<file path="src/rtl/instr_fetch_responder.sv">
// Instruction fetch responder: program memory at BASE_ADDR, one registered read
// stage feeding a 3-entry response FIFO, with fault reporting for bad PCs.
module instr_fetch_responder #(
    parameter int DATA_WIDTH = 32,
    parameter int ADDR_WIDTH = 32,
    parameter int DEPTH      = 64,
    parameter logic [ADDR_WIDTH-1:0] BASE_ADDR = ADDR_WIDTH'(32'h0040_0000)
) (
    input  logic                     clk,
    input  logic                     reset,
    input  logic                     req_valid,
    input  logic [ADDR_WIDTH-1:0]    req_addr,
    output logic                     req_ready,
    output logic                     rsp_valid,
    output logic [DATA_WIDTH-1:0]    rsp_data,
    output logic [ADDR_WIDTH-1:0]    rsp_addr,
    output logic                     rsp_fault,
    input  logic                     rsp_ready,
    input  logic                     load_en,
    input  logic [$clog2(DEPTH)-1:0] load_index,
    input  logic [DATA_WIDTH-1:0]    load_data,
    output logic [7:0]               fault_count
);
    localparam int IW = $clog2(DEPTH);
    localparam logic [DATA_WIDTH-1:0] NOP = DATA_WIDTH'(32'h0000_0013);

    typedef struct packed {
        logic [DATA_WIDTH-1:0] data;
        logic [ADDR_WIDTH-1:0] addr;
        logic                  fault;
    } rsp_t;

    logic [DATA_WIDTH-1:0] mem [DEPTH];
    rsp_t                  s1;
    logic                  s1_valid;
    rsp_t                  fifo [3];
    logic [1:0]            wr_ptr, rd_ptr, count;

    logic [ADDR_WIDTH-3:0] woff;
    logic                  req_fault, accept, push, pop;
    logic [2:0]            occupancy;
    rsp_t                  head;

    // Base is word aligned, so the word offset never borrows from the byte bits.
    assign woff      = req_addr[ADDR_WIDTH-1:2] - BASE_ADDR[ADDR_WIDTH-1:2];
    assign req_fault = (req_addr[1:0] != 2'b00) || (req_addr < BASE_ADDR) ||
                       (woff >= (ADDR_WIDTH-2)'(DEPTH));

    assign occupancy = {1'b0, count} + {2'b00, s1_valid};
    assign req_ready = !reset && (occupancy <= 3'd2);
    assign accept    = req_valid && req_ready;
    assign push      = s1_valid;
    assign pop       = (count != 2'd0) && rsp_ready;

    assign head      = fifo[rd_ptr];
    assign rsp_valid = (count != 2'd0);
    assign rsp_data  = rsp_valid ? head.data  : '0;
    assign rsp_addr  = rsp_valid ? head.addr  : '0;
    assign rsp_fault = rsp_valid ? head.fault : 1'b0;

    // Loads ignore reset so a program can be preloaded while the core is held.
    always_ff @(posedge clk) begin
        if (load_en)
            mem[load_index] <= load_data;
    end

    always_ff @(posedge clk) begin
        if (accept) begin
            s1.addr  <= req_addr;
            s1.fault <= req_fault;
            s1.data  <= req_fault ? NOP : mem[woff[IW-1:0]];
        end
        if (push)
            fifo[wr_ptr] <= s1;
    end

    always_ff @(posedge clk) begin
        if (reset) begin
            s1_valid    <= 1'b0;
            wr_ptr      <= 2'd0;
            rd_ptr      <= 2'd0;
            count       <= 2'd0;
            fault_count <= 8'd0;
        end else begin
            s1_valid <= accept;
            if (push)
                wr_ptr <= (wr_ptr == 2'd2) ? 2'd0 : wr_ptr + 2'd1;
            if (pop)
                rd_ptr <= (rd_ptr == 2'd2) ? 2'd0 : rd_ptr + 2'd1;
            case ({push, pop})
                2'b10:   count <= count + 2'd1;
                2'b01:   count <= count - 2'd1;
                default: count <= count;
            endcase
            if (accept && req_fault && fault_count != 8'hFF)
                fault_count <= fault_count + 8'd1;
        end
    end
endmodule
</file>
<file path="config.mk">
export PLATFORM = sky130hd
export DESIGN_NAME = instr_fetch_responder
export DESIGN_NICKNAME = d
export VERILOG_FILES = /design/src/rtl/instr_fetch_responder.sv
export SDC_FILE = /design/constraint.sdc
export NUM_CORES = 2
export LEC_CHECK = 0
export BUFFER_PORTS_ARGS = -buffer_cell sky130_fd_sc_hd__buf_2
export CORE_ASPECT_RATIO = 0.6
export CORE_MARGIN = 2
export CORE_UTILIZATION = 60
export CTS_CLUSTER_DIAMETER = 120
export CTS_CLUSTER_SIZE = 25
export DETAILED_ROUTE_END_ITERATION = 10
export PLACE_DENSITY = 0.82
export RECOVER_POWER = 25
export SYNTH_ARGS = -nofsm -noshare
export SYNTH_HDL_FRONTEND = slang
export SYNTH_SLANG_ARGS = --single-unit
</file>
<file path="constraint.sdc">
create_clock -name clk -period 7.3 [get_ports clk]
set_clock_uncertainty 0.05 [all_clocks]
set_input_delay 0.73 -clock clk [delete_from_list [all_inputs] [get_ports clk]]
set_output_delay 0.73 -clock clk [all_outputs]
set_load 0.02 [all_outputs]
</file>
==> impl_metrics.toml <==
[synthesis]
ys_types = 54
postSynthCellCount = 4094
syn_area_per_cell_sq_um = 21.55
yosysMostFrequentCell = "edfxtp_1"
synthAdderAreaFrac_pct = 0.07089
ys_top_cells_by_count = "2308 x edfxtp_1, 507 x mux4_2, 289 x nor2_1"
netlist_area_sq_um = 88240
yosysWarnings = 0
synth-async-reset-ratio_pct = 0
synth-simple-area-share_pct = 2.362
synth_seq_cells = 2325
synth-edff-count = 2308
syn_nets = 4174
synth_xor_area_share_pct = 0.01985
synth_top_area_share_pct = 78.54
synth-seq-area-share_pct = 78.92
synth_area_leaders = "edfxtp_1 79%, mux4_2 13%, mux2i_1 1.2%"
ys.flop_type = "edfxtp_1"
synth_top_family_by_area = "multiplexers"
synth_compound_area_share_pct = 3.074
synthMuxAreaShare_pct = 14.23
yosys.area.top_type = "edfxtp_1"

[floorplanning]
io_pins = 150
row_count = 108
initial_utilization_pct = 60.75
die-area_sq_um = 150300
die_y_um = 301.1
die_w_um = 499.1
core_area_sq_um = 145300

[sta]
min_period_ns = 5.425
final-max-slew-violation-count = 1503
rsz0062_at_grt = "no"
finalWorstSetupSlack_ns = 1.875
setup_viol = 0
relSlewSlack_pct = -151.0
worst_pin_slew_ns = 3.765
finalHoldViolCount = 0
fin_setup_tns_ns = 0
period_share_pct = 74.32
max_freq_mhz = 184.3

[drt]
detail_route.first_pass.iterations = 6
post_drt_wl_per_cell_um = 37.22
via_count = 44818
drc = 0
vias_per_cell = 7.229
drt_iter0_markers = 9233
ant_nets = 0
finalWirelength_mm = 230.8

[global_route]
grt_max_degree = 113
grt_pass1_vias = 44451
grt_pass1_wl_mm = 324.9
grt_antenna_before_repair = 15
track_usage_pct = 30.88
overflow = 0

[critical_path]
reg2reg_depth = 7
end_kind = "flop"
reg2reg_from = "count[0]"
path_cells = "clkbuf_1, nor2_1, a311oi_1, and3_1, buf_4, nand2_2, o22ai_1"
cp.arrival_ns = 5.96
rrSetupSlack_ns = 3.98
cp_top_family = "buffers and inverters"
worst-setup-path-type = "input pin to flop"
cp_num_buf_inv = 2
critPathMaxStageDelay_ns = 2.14
critPathLaunchType = "input pin"
cpMaxStageDelayCell = "clkbuf_1"
cp_max_fo = 39
rr_endpoint = "s1[36]"
critPathRequiredTime_ns = 7.84

[final_layout]
nFillCells = 8797
multi_input_area_sq_um = 17990
drive_gt1_share_pct = 22.04
area_delta_synth_final_pct = 7.200
layout.nets = 4333
regArea_sq_um = 69650

[clock_tree]
htree_num_levels = 3
cts_buffer_depth = 3
post_cts_buffers = 0
ctsHoldBuffers = 0
clkLatencyLatePin_ns = 0.77
postCtsResizedCells = 0
cts_tree = "done"
root_buffer = "clkbuf_16"
clk_pin_slew_ns = 0.10
cts_sinks = 2325
numCtsBuffers = 102

[placement]
place.gp.congestion = 0.8154
dp_slack_ns = 2.945
numPortBuffers = 149
dp_hpwl_mm = 124.6

[pwr]
peakVddDrop_v = 0.0002006
p_leak_nw = 29.06
p_per_area_nw_per_um2 = 250.8

[min_path]
hold_start = "req_addr[21]"
hold_path_depth = 1
hold_class = "input pin to flop"
min_to = "s1[22]"

[run_status]
violations = "capacitance limit, slew limit"
status = "finished, violations left"

[run]
maxCapViolations = 25
[flip-flops by register name, summed over array words and instances, names as in the netlist, named ones only]
name and flops:
count 2, fault_count 8, fifo 195, mem 2048, push 1, rd_ptr 2, s1 65, wr_ptr 2
[per-stage QoR]
step	instances	cell area (sq um)	power [W]	hold slack, ns	utilization, %
after floorplan	4094	88240	0.01653	0.3901	-
after global placement	6074	91980	0.01743	0.3942	63.32
after detailed placement	6074	91990	0.01750	0.4058	63.32
after CTS	6195	94700	0.02365	0.07163	65.19
after global routing	6197	94590	0.02423	0.1116	65.12
final	6200	94600	0.02373	0.1065	65.12
[worst max-delay path by stage]
| stage | from | to | slack (ns) | cells after the start |
|---|---|---|---|---|
| 3_5_place_dp | req_addr[2] | s1[62] | 2.94 | 6 |
| 6_report | req_addr[6] | s1[54] | 1.87 | 7 |
| 2_1_floorplan | push | fifo[2][0] | 1.49 | 2 |
| 3_3_place_gp | req_addr[2] | s1[62] | 3.03 | 6 |
| 5_1_grt | req_addr[6] | s1[54] | 2.10 | 7 |
| 4_1_cts | flop | rsp_addr[4] | 3.40 | 6 |
[cells in the final DEF (no fill, tap or decap), types with 64 or more instances in the layout]
cell type / instances
a21oi_1: 135
a22oi_1: 116
buf_2: 115
buf_4: 111
clkbuf_1: 64
clkbuf_16: 103
edfxtp_1: 2308
mux2i_1: 110
mux4_2: 507
nand2_1: 121
nor2_1: 223
nor2_4: 66
[report_power, final]
part	internal [W]	total, W	switching, W
registers	0.0149	0.0150	0.000106
logic	0.000697	0.00229	0.00159
clock network	0.00257	0.00644	0.00386
[area by class of cell]
type	count	share of cell area (%)
well taps	1925	2.546
diodes	5	0.01323
clock buffers	115	2.772
multi-input cells	1525	19.02
flip-flops and latches	2325	73.63
repair buffers	287	1.870
inverters	12	0.04762
clock inverters	6	0.09788
[worst register-to-register path: stages, from the launching register on]
cell and delay (ns):
dfxtp_1 0.48, ha_1 0.22, inv_1 0.05, ha_1 0.25, nor3b_1 0.28, o211ai_1 0.22, inv_2 0.49, buf_4 0.80
[kinds of logic after synthesis]
kind of cell,count (synthesis)
flip-flops,2325
multiplexers,620
AND/OR/NAND/NOR,503
AO/OA/AOI/OAI,395
buffers and inverters,244
adder cells (fa/ha/maj),5
XOR/XNOR,2
[per-layer routing]
metal / track usage [%] / share of wire, %
met5: 0 / 0.017
met4: 8.590 / 3.4
met3: 10.42 / 18
met2: 45.48 / 44
met1: 44.97 / 34
Power figures use the tool's default switching activity.
